$ cat config.mk
export PLATFORM = sky130hd
export DESIGN_NAME = top_con_rx_tx_loopback
export DESIGN_NICKNAME = d
export VERILOG_FILES = /design/src/rtl/top_con_rx_tx_loopback.sv
export SDC_FILE = /design/constraint.sdc
export NUM_CORES = 1
export LEC_CHECK = 0
export BUFFER_PORTS_ARGS = -buffer_cell sky130_fd_sc_hd__buf_4
export CORE_ASPECT_RATIO = 2
export CORE_MARGIN = 2
export CORE_UTILIZATION = 41
export CTS_CLUSTER_SIZE = 28
export DETAILED_ROUTE_END_ITERATION = 10
export RECOVER_POWER = 100
export SLEW_MARGIN = 5
export SYNTH_ARGS = -nofsm -noshare
export SYNTH_HDL_FRONTEND = slang
export SYNTH_SLANG_ARGS = --single-unit
export TNS_END_PERCENT = 5
$ cat constraint.sdc
create_clock -name i_clk -period 9.59 [get_ports i_clk]
set_clock_uncertainty 0.2 [all_clocks]
set_input_delay 1.918 -clock i_clk [delete_from_list [all_inputs] [get_ports i_clk]]
set_output_delay 1.918 -clock i_clk [all_outputs]
set_load 0.02 [all_outputs]
$ cat src/rtl/top_con_rx_tx_loopback.sv
// UART loopback system: PC-side TX -> FPGA RX -> operand collector/ALU -> FPGA TX -> PC-side RX.
// All four UART engines share one 16x oversampling tick.

module uart_baud_gen #(
  parameter int DIV = 651
) (
  input  logic clk,
  input  logic reset,
  output logic tick
);
  localparam int CNT_W = (DIV > 1) ? $clog2(DIV) : 1;

  logic [CNT_W-1:0] cnt;

  // Down-counter: reload on terminal count, one tick every DIV cycles
  always_ff @(posedge clk) begin
    if (reset) begin
      cnt  <= '0;
      tick <= 1'b0;
    end else if (cnt == '0) begin
      cnt  <= CNT_W'(DIV - 1);
      tick <= 1'b1;
    end else begin
      cnt  <= cnt - 1'b1;
      tick <= 1'b0;
    end
  end
endmodule

// state    | meaning
// TX_IDLE  | line high, ready for a byte
// TX_START | start bit, 16 ticks low
// TX_DATA  | data bits LSB first, 16 ticks each
// TX_STOP  | stop bit, 16 ticks high
module uart_tx #(
  parameter int NB_DATA = 8
) (
  input  logic               clk,
  input  logic               reset,
  input  logic               tick,
  input  logic               start,
  input  logic [NB_DATA-1:0] data,
  output logic               ready,
  output logic               tx
);
  localparam int IDX_W = (NB_DATA > 1) ? $clog2(NB_DATA) : 1;

  typedef enum logic [1:0] {TX_IDLE, TX_START, TX_DATA, TX_STOP} tx_state_t;

  tx_state_t          state;
  logic [3:0]         tick_cnt;
  logic [IDX_W-1:0]   bit_idx;
  logic [NB_DATA-1:0] shreg;

  always_ff @(posedge clk) begin
    if (reset) begin
      state    <= TX_IDLE;
      ready    <= 1'b1;
      tx       <= 1'b1;
      tick_cnt <= 4'd15;
      bit_idx  <= '0;
      shreg    <= '0;
    end else begin
      case (state)
        TX_IDLE: begin
          if (start && ready) begin
            shreg    <= data;
            state    <= TX_START;
            ready    <= 1'b0;
            tx       <= 1'b0;
            tick_cnt <= 4'd15;
          end
        end
        TX_START: begin
          if (tick) begin
            if (tick_cnt == 4'd0) begin
              state    <= TX_DATA;
              tick_cnt <= 4'd15;
              bit_idx  <= '0;
              tx       <= shreg[0];
            end else begin
              tick_cnt <= tick_cnt - 4'd1;
            end
          end
        end
        TX_DATA: begin
          if (tick) begin
            if (tick_cnt == 4'd0) begin
              tick_cnt <= 4'd15;
              shreg    <= shreg >> 1;
              if (bit_idx == IDX_W'(NB_DATA - 1)) begin
                state <= TX_STOP;
                tx    <= 1'b1;
              end else begin
                bit_idx <= bit_idx + 1'b1;
                tx      <= shreg[1];
              end
            end else begin
              tick_cnt <= tick_cnt - 4'd1;
            end
          end
        end
        TX_STOP: begin
          if (tick) begin
            if (tick_cnt == 4'd0) begin
              state <= TX_IDLE;
              ready <= 1'b1;
            end else begin
              tick_cnt <= tick_cnt - 4'd1;
            end
          end
        end
        default: begin
          state <= TX_IDLE;
          ready <= 1'b1;
          tx    <= 1'b1;
        end
      endcase
    end
  end
endmodule

// state    | meaning
// RX_IDLE  | waiting for a falling edge on the line
// RX_START | 8 ticks to mid start bit, then confirm low
// RX_DATA  | sample each data bit every 16 ticks
// RX_STOP  | 16 ticks into stop bit, then done pulse
module uart_rx #(
  parameter int NB_DATA = 8
) (
  input  logic               clk,
  input  logic               reset,
  input  logic               tick,
  input  logic               rx,
  output logic [NB_DATA-1:0] data,
  output logic               done
);
  localparam int IDX_W = (NB_DATA > 1) ? $clog2(NB_DATA) : 1;

  typedef enum logic [1:0] {RX_IDLE, RX_START, RX_DATA, RX_STOP} rx_state_t;

  rx_state_t          state;
  logic               rx_meta;
  logic               rx_sync;
  logic [3:0]         tick_cnt;
  logic [IDX_W-1:0]   bit_idx;
  logic [NB_DATA-1:0] shreg;

  always_ff @(posedge clk) begin
    if (reset) begin
      state    <= RX_IDLE;
      rx_meta  <= 1'b1;
      rx_sync  <= 1'b1;
      tick_cnt <= 4'd7;
      bit_idx  <= '0;
      shreg    <= '0;
      data     <= '0;
      done     <= 1'b0;
    end else begin
      rx_meta <= rx;
      rx_sync <= rx_meta;
      done    <= 1'b0;
      case (state)
        RX_IDLE: begin
          if (!rx_sync) begin
            state    <= RX_START;
            tick_cnt <= 4'd7;
          end
        end
        RX_START: begin
          if (tick) begin
            if (tick_cnt == 4'd0) begin
              // A glitch that is gone by mid start bit is not a frame
              if (!rx_sync) begin
                state    <= RX_DATA;
                tick_cnt <= 4'd15;
                bit_idx  <= '0;
              end else begin
                state <= RX_IDLE;
              end
            end else begin
              tick_cnt <= tick_cnt - 4'd1;
            end
          end
        end
        RX_DATA: begin
          if (tick) begin
            if (tick_cnt == 4'd0) begin
              shreg    <= {rx_sync, shreg[NB_DATA-1:1]};
              tick_cnt <= 4'd15;
              if (bit_idx == IDX_W'(NB_DATA - 1)) begin
                state <= RX_STOP;
              end else begin
                bit_idx <= bit_idx + 1'b1;
              end
            end else begin
              tick_cnt <= tick_cnt - 4'd1;
            end
          end
        end
        RX_STOP: begin
          if (tick) begin
            if (tick_cnt == 4'd0) begin
              state <= RX_IDLE;
              done  <= 1'b1;
              data  <= shreg;
            end else begin
              tick_cnt <= tick_cnt - 4'd1;
            end
          end
        end
        default: state <= RX_IDLE;
      endcase
    end
  end
endmodule

// Opcodes follow MIPS funct codes; anything unknown yields zero.
module alu #(
  parameter int NB_DATA = 8
) (
  input  logic [NB_DATA-1:0] a,
  input  logic [NB_DATA-1:0] b,
  input  logic [NB_DATA-1:0] op,
  output logic [NB_DATA-1:0] result
);
  always_comb begin
    result = '0;
    case (op)
      NB_DATA'(8'h20): result = a + b;
      NB_DATA'(8'h22): result = a - b;
      NB_DATA'(8'h24): result = a & b;
      NB_DATA'(8'h25): result = a | b;
      NB_DATA'(8'h26): result = a ^ b;
      NB_DATA'(8'h27): result = ~(a | b);
      NB_DATA'(8'h03): result = NB_DATA'($signed(a) >>> b);
      NB_DATA'(8'h02): result = a >> b;
      default:         result = '0;
    endcase
  end
endmodule

// state   | meaning
// WAIT_A  | next received byte is operand A
// WAIT_B  | next received byte is operand B
// WAIT_OP | next received byte is the opcode
// SEND    | hand ALU result to the TX once it is idle
module operand_collector #(
  parameter int NB_DATA = 8
) (
  input  logic               clk,
  input  logic               reset,
  input  logic [NB_DATA-1:0] rx_data,
  input  logic               rx_done,
  input  logic               tx_ready,
  output logic               tx_start,
  output logic [NB_DATA-1:0] tx_data
);
  typedef enum logic [1:0] {WAIT_A, WAIT_B, WAIT_OP, SEND} col_state_t;

  col_state_t         state;
  logic [NB_DATA-1:0] op_a;
  logic [NB_DATA-1:0] op_b;
  logic [NB_DATA-1:0] opcode;
  logic [NB_DATA-1:0] alu_result;

  alu #(.NB_DATA(NB_DATA)) u_alu (
    .a      (op_a),
    .b      (op_b),
    .op     (opcode),
    .result (alu_result)
  );

  always_ff @(posedge clk) begin
    if (reset) begin
      state    <= WAIT_A;
      op_a     <= '0;
      op_b     <= '0;
      opcode   <= '0;
      tx_start <= 1'b0;
      tx_data  <= '0;
    end else begin
      tx_start <= 1'b0;
      case (state)
        WAIT_A: begin
          if (rx_done) begin
            op_a  <= rx_data;
            state <= WAIT_B;
          end
        end
        WAIT_B: begin
          if (rx_done) begin
            op_b  <= rx_data;
            state <= WAIT_OP;
          end
        end
        WAIT_OP: begin
          if (rx_done) begin
            opcode <= rx_data;
            state  <= SEND;
          end
        end
        SEND: begin
          if (tx_ready) begin
            tx_start <= 1'b1;
            tx_data  <= alu_result;
            state    <= WAIT_A;
          end
        end
        default: state <= WAIT_A;
      endcase
    end
  end
endmodule

module top_con_rx_tx_loopback #(
  parameter int F_CLOCK = 100_000_000,
  parameter int BAUD    = 9600,
  parameter int NB_DATA = 8
) (
  input  logic               i_clk,
  input  logic               i_reset,
  input  logic [NB_DATA-1:0] i_data,
  input  logic               i_valid,
  output logic               o_pc_tx_ready,
  output logic [NB_DATA-1:0] o_data,
  output logic               o_valid
);
  localparam int DIV = F_CLOCK / (BAUD * 16);

  logic               tick;
  logic               line_pc2fpga;
  logic               line_fpga2pc;
  logic [NB_DATA-1:0] fpga_rx_data;
  logic               fpga_rx_done;
  logic               fpga_tx_ready;
  logic               fpga_tx_start;
  logic [NB_DATA-1:0] fpga_tx_data;
  logic [NB_DATA-1:0] pc_rx_data;
  logic               pc_rx_done;

  uart_baud_gen #(.DIV(DIV)) u_baud (
    .clk   (i_clk),
    .reset (i_reset),
    .tick  (tick)
  );

  uart_tx #(.NB_DATA(NB_DATA)) u_pc_tx (
    .clk   (i_clk),
    .reset (i_reset),
    .tick  (tick),
    .start (i_valid),
    .data  (i_data),
    .ready (o_pc_tx_ready),
    .tx    (line_pc2fpga)
  );

  uart_rx #(.NB_DATA(NB_DATA)) u_fpga_rx (
    .clk   (i_clk),
    .reset (i_reset),
    .tick  (tick),
    .rx    (line_pc2fpga),
    .data  (fpga_rx_data),
    .done  (fpga_rx_done)
  );

  operand_collector #(.NB_DATA(NB_DATA)) u_collector (
    .clk      (i_clk),
    .reset    (i_reset),
    .rx_data  (fpga_rx_data),
    .rx_done  (fpga_rx_done),
    .tx_ready (fpga_tx_ready),
    .tx_start (fpga_tx_start),
    .tx_data  (fpga_tx_data)
  );

  uart_tx #(.NB_DATA(NB_DATA)) u_fpga_tx (
    .clk   (i_clk),
    .reset (i_reset),
    .tick  (tick),
    .start (fpga_tx_start),
    .data  (fpga_tx_data),
    .ready (fpga_tx_ready),
    .tx    (line_fpga2pc)
  );

  uart_rx #(.NB_DATA(NB_DATA)) u_pc_rx (
    .clk   (i_clk),
    .reset (i_reset),
    .tick  (tick),
    .rx    (line_fpga2pc),
    .data  (pc_rx_data),
    .done  (pc_rx_done)
  );

  always_ff @(posedge i_clk) begin
    if (i_reset) begin
      o_data  <= '0;
      o_valid <= 1'b0;
    end else begin
      o_valid <= pc_rx_done;
      if (pc_rx_done) begin
        o_data <= pc_rx_data;
      end
    end
  end
endmodule

======== Yosys cells after proc, flatten, opt, wreduce, memory -nomap -nowiden ========
Cells that the tools add are included.
word-level totals
  bits in registers ....................... 149
  input port bits ......................... 11
  output and inout port bits .............. 10
  logic and storage cells ................. 325
cells by class
  $add $sub $neg .......................... 11
  equality and inequality tests ........... 77
  shifts and indexed selects .............. 2
  mux-type cells .......................... 133
  bitwise gates (word level) .............. 8
  reductions and logical operators ........ 55
operator list
  kind                 number
  $mux 4               26
  $mux 2               38
  $mux 3               22
  $pmux 8 s8           1
  $ne 2x2->1 const B   27
  $eq 8x6->1 const B   6
  $mux 8               6
  $ne 2x1->1 const B   21
  $pmux 2 s4           5
  $reduce_and 6->1     6
  $pmux 4 s4           2
  $pmux 8 s2           2
  $reduce_and 8->1     4
  $reduce_and 4->1     7
  $pmux 3 s2           4
  $pmux 4 s3           2
  $eq 2x2->1 const B   10
  $mux 1               20
  $eq 8x2->1 const B   2
  $logic_not 4->1      4
  $reduce_bool 2->1    8
  $sub 4x1->4 const B  4
  $reduce_and 7->1     2
  $add 3x1->3 const B  4
  other kinds (24)     53

======== Logic depth before layout (Yosys ltp) ========
  word-level depth ........................ 5
  depth in mapped cells ................... 14
  gate-level depth less buffers ........... 12

======== By module ========
A second synthesis with hierarchy kept.
unflattened totals
  cell total of the unflattened synthesis .. 996
  area, all modules ....................... 8921.1 sq um
modules (own cells, without submodules)
  module                  instances  cells each  area an instance (sq um)  seq. area each (sq um)
  uart_rx                 2          134         1278.7                    560.5
  alu                     1          222         1607.8                    0.0
  operand_collector       1          164         1386.3                    700.7
  uart_tx (u_pc_tx)       1          137         1298.7                    380.4
  uart_tx (u_fpga_tx)     1          124         1224.9                    380.4
  uart_baud_gen           1          53          533.0                     220.2
  top_con_rx_tx_loopback  1          28          312.8                     180.2

======== Worst setup path after synthesis ========
Ideal clock, no wire load.
  kind .................................... input to register
  start ................................... input i_reset
  end ..................................... register u_collector.tx_data[2]
  library setup time ...................... 0.079 ns
  arrival ................................. 3.097 ns
  required time ........................... 9.311 ns
  path slack .............................. 6.213 ns
  cell stages on the path ................. 5
  buffers on the path ..................... 1
  cells stage by stage .................... clkbuf_1 nor3_1 nand2_1 or4b_1 o211ai_1
RTL lines
  element               line  RTL
  from (decl)           322   input logic i_reset,
  to (signal assigned)  306   tx_data <= alu_result;
  to (decl)             257   output logic [NB_DATA-1:0] tx_data

======== Final worst setup path ========
  start ................................... input i_reset
  end ..................................... register u_fpga_rx.state[0]
RTL lines
  element               line  RTL
  to (signal assigned)  151   state <= RX_IDLE;
  to (signal assigned)  166   state <= RX_START;
  to (signal assigned)  175   state <= RX_DATA;
  to (decl)             142   rx_state_t state;
No word-level cell between the ends.

==> flow_metrics.env <==
export IMPL_async_reset_ff_frac=0
export IMPL_routed_wl_um=19360
export IMPL_cts_tree="built"
export IMPL_synth_compound_area_frac=0.1751
export IMPL_synth_xor_xnor_area_share=0.02910
export IMPL_synth_fa_ha_area_frac=0.09794
export IMPL_post_dp_hpwl_um=14230
export IMPL_yosysTopAreaCellShare=0.3671
export IMPL_intPower_mw=1.327
export IMPL_finalCritPeriodShare=0.6362
export IMPL_cp_common_cell="clkbuf_1"
export IMPL_netlist_instances=979
export IMPL_swShare=0.3131
export IMPL_crit_chain="clkbuf_1 > clkbuf_1 > nor3_1"
export IMPL_cts_reportedPaths_clkPinSlew_ns=0.06
export IMPL_numClockSinks=149
export IMPL_yosys_area_top_type="dfxtp_1"
export IMPL_clockPowerShare=0.365
export IMPL_status="finished, violations left"
export IMPL_dieArea_um2=21030
export IMPL_p_seq_frac=0.394
export IMPL_crit_path_max_incr_delay_ns=2.40
export IMPL_cts_buffer_depth=2
export IMPL_synth_distinct_cells=70
export IMPL_path_delay_family="buffers and inverters"
export IMPL_routedWlPerCell_um=15.57
export IMPL_root_buffer="clkbuf_16"
export IMPL_cpMaxStageDelayCell="clkbuf_1"
export IMPL_grt_max_degree=77
export IMPL_antenna_found_initial=0
export IMPL_use_met2=0.3772
export IMPL_fp_dieH_um=203.1
export IMPL_synth_area_um2=8125
export IMPL_synthMuxAreaShare=0.08623
export IMPL_min_path_type="flip-flop to flip-flop"
export IMPL_syn2layout_area_growth_pct=10.84
export IMPL_crit_type="input port to flip-flop"
export IMPL_cts_made_buffers=17
export IMPL_use_met3=0.03114
export IMPL_clock_latency_ns=0.42
export IMPL_setup_worst_path_end_class="flip-flop"
export IMPL_synthSimpleGateAreaFrac=0.1982
export IMPL_cts_htree_levels=4
export IMPL_final_setup_viol_count=0
export IMPL_synth_enable_flop_cells=0
export IMPL_ys_seq_area_frac=0.3671
export IMPL_min_period_ns=6.101
export IMPL_power_density_nw_per_um2=214.5
export IMPL_final_hold_violation_count=0
export IMPL_fin_nets=1046
export IMPL_worst_slack_ns=3.489
export IMPL_rows=72
export IMPL_startpoint_type="input port"
export IMPL_drc=0
export IMPL_relSlewSlack=-1.183
export IMPL_p_sw_mw=0.6050
export IMPL_violations="max-capacitance violations, max-slew violations"
export IMPL_gp_congestion=1.034
export IMPL_ctsResizeCount=0
export IMPL_arrival_ns=6.07
export IMPL_tns_ns=0
export IMPL_p_leak_nw=3.421
export IMPL_ys_flop_type="dfxtp_1"
export IMPL_vias=6745
export IMPL_maxCapViolations=2
export IMPL_synth_area_leaders="dfxtp_1, ha_1, mux2i_1"
export IMPL_crit_path_max_fanout=76
export IMPL_grt_pass1_wl_um=32860
export IMPL_worst_path_buf_inv=2
export IMPL_synth_avg_cell_area_um2=8.300
export IMPL_worstPathRequired_ns=9.55
export IMPL_initial_utilization=0.4195
export IMPL_syn_num_nets=1053
export IMPL_rsz0062_at_grt="false"
export IMPL_drt_first_iter_violations=261
export IMPL_postCtsSetupBuffers=0
export IMPL_via_per_inst=5.426
export IMPL_peakVddDrop_v=0.0001749
export IMPL_place_ws_ns=5.834
export IMPL_grtUsageTotal=0.1926
export IMPL_worst_slew_pin_slew_ns=3.275
export IMPL_fmax_mhz=163.9
export IMPL_antenna_left=0
export IMPL_grt_pass1_vias=6747
export IMPL_coreArea_um2=19370
export IMPL_synth_top_family_by_area="simple AND/OR/NAND/NOR gates"
export IMPL_io_pins=21
export IMPL_drive_gt1_frac=0.05894
export IMPL_ys_ff_latch=149
export IMPL_slew_violations=126
export IMPL_yosys_warnings=0
export IMPL_comb_power_share=0.242
export IMPL_drt_pre_antenna_iters=4
export IMPL_cts_hold_buf=0
export IMPL_grt_busiest_layer="met2"
export IMPL_met1_usage=0.1888
export IMPL_port_buffers=20
export IMPL_grt_overflow=0
export IMPL_die_w_um=103.5
export IMPL_antenna_cells=0
[synth_stat cells, types with 5 or more instances]
master,count
dfxtp_1,149
nor2_1,114
nand2_1,107
a21oi_1,90
ha_1,62
mux2i_1,61
nand3_1,54
inv_1,44
clkbuf_1,37
o21ai_0,37
xnor2_1,23
a211oi_1,21
nor3_1,21
nand2b_1,13
buf_2,7
nor2b_1,7
o21ai_1,7
a21o_1,6
a221o_1,6
or3_1,6
a22oi_1,5
nor3b_1,5
o211ai_1,5
o21bai_1,5
[cells in the final DEF, fill, tap and decap left out, drive strengths merged, types with 5 or more instances in the layout]
| cell type | instances |
|---|---|
| or3 | 6 |
| o22ai | 5 |
| o21bai | 5 |
| a211oi | 21 |
| nand3 | 54 |
| nor2 | 114 |
| xnor2 | 23 |
| nor2b | 7 |
| a21oi | 90 |
| a221o | 6 |
| nor3b | 6 |
| inv | 46 |
| clkinv | 5 |
| a22oi | 5 |
| o21ai | 44 |
| dfxtp | 149 |
| clkbuf | 32 |
| nand2 | 107 |
| buf | 12 |
| a21o | 6 |
| mux2i | 61 |
| nand2b | 13 |
| or2 | 5 |
| nor3 | 23 |
| o211ai | 5 |
| ha | 62 |
[final timing paths]
check / startpoint / slack (ns) / to / cells past startpoint
hold / removal: u_fpga_rx.rx_meta / 0.21 / u_fpga_rx.rx_sync / 1
hold reg to reg: u_fpga_rx.rx_meta / 0.21 / u_fpga_rx.rx_sync / 1
setup / recovery: i_reset / 3.49 / u_fpga_rx.state[0] / 3
setup reg to reg: u_collector.opcode[0] / 5.93 / u_collector.tx_data[1] / 10
[per-layer routing]
layer / vias up / part of all wire
met4: 0 / 0.045
met3: 45 / 0.026
met5: - / 0
met1: 3167 / 0.37
met2: 113 / 0.56
li1: 3420 / -
[stage by stage]
step | hold WS (ns) | power, mW | area [µm²] | utilization | cells
CTS | 0.2153 | 1.958 | 9051 | 0.4673 | 1243
finish | 0.2131 | 1.932 | 9006 | 0.4650 | 1243
global route | 0.2323 | 2.060 | 9006 | 0.4650 | 1243
detailed placement | 0.1997 | 1.243 | 8428 | 0.4351 | 1212
floorplan | 0.1895 | 1.141 | 8125 | - | 979
global placement | 0.1927 | 1.234 | 8428 | 0.4351 | 1212
[power by group through the flow]
stage | Clock, mW | Combinational [mW] | Sequential (mW)
after floorplan | 0 | 0.386 | 0.755
after global placement | 0 | 0.462 | 0.772
after detailed placement | 0 | 0.470 | 0.773
after CTS | 0.726 | 0.472 | 0.760
after global routing | 0.750 | 0.538 | 0.772
final | 0.705 | 0.467 | 0.760
[logic make-up (layout without fill, tap and decap cells)]
kind of cell	Yosys count	count (layout)
mux	66	66
compound gates	227	227
simple gates	352	352
flops	149	149
fa+ha+maj	63	63
xor+xnor	27	27
buf+inv	95	100
[final cells by class]
class	count	area, µm²
Sequential cell	149	2983
Clock inverter	11	176.4
Fill cell	1925	10360
Clock buffer	20	446.7
Tap cell	259	324.1
Multi-Input combinational cell	735	4772
Inverter	45	168.9
Timing Repair Buffer	24	135.1
[registers in the layout, indices dropped and copies added (netlist names), 4 cells and up, named ones only]
register and count:
u_pc_rx.data 8, u_collector.opcode 8, u_pc_rx.shreg 8, u_collector.tx_data 8
u_collector.op_b 8, u_pc_rx.tick_cnt 4, u_fpga_rx.shreg 8, u_pc_tx.shreg 8
u_baud.cnt 10, u_collector.op_a 8, u_fpga_rx.data 8, u_fpga_rx.tick_cnt 4
o_data 8, u_pc_tx.tick_cnt 4, u_fpga_tx.tick_cnt 4, u_fpga_tx.shreg 8
Note: power is estimated with default switching activity, not from simulation.
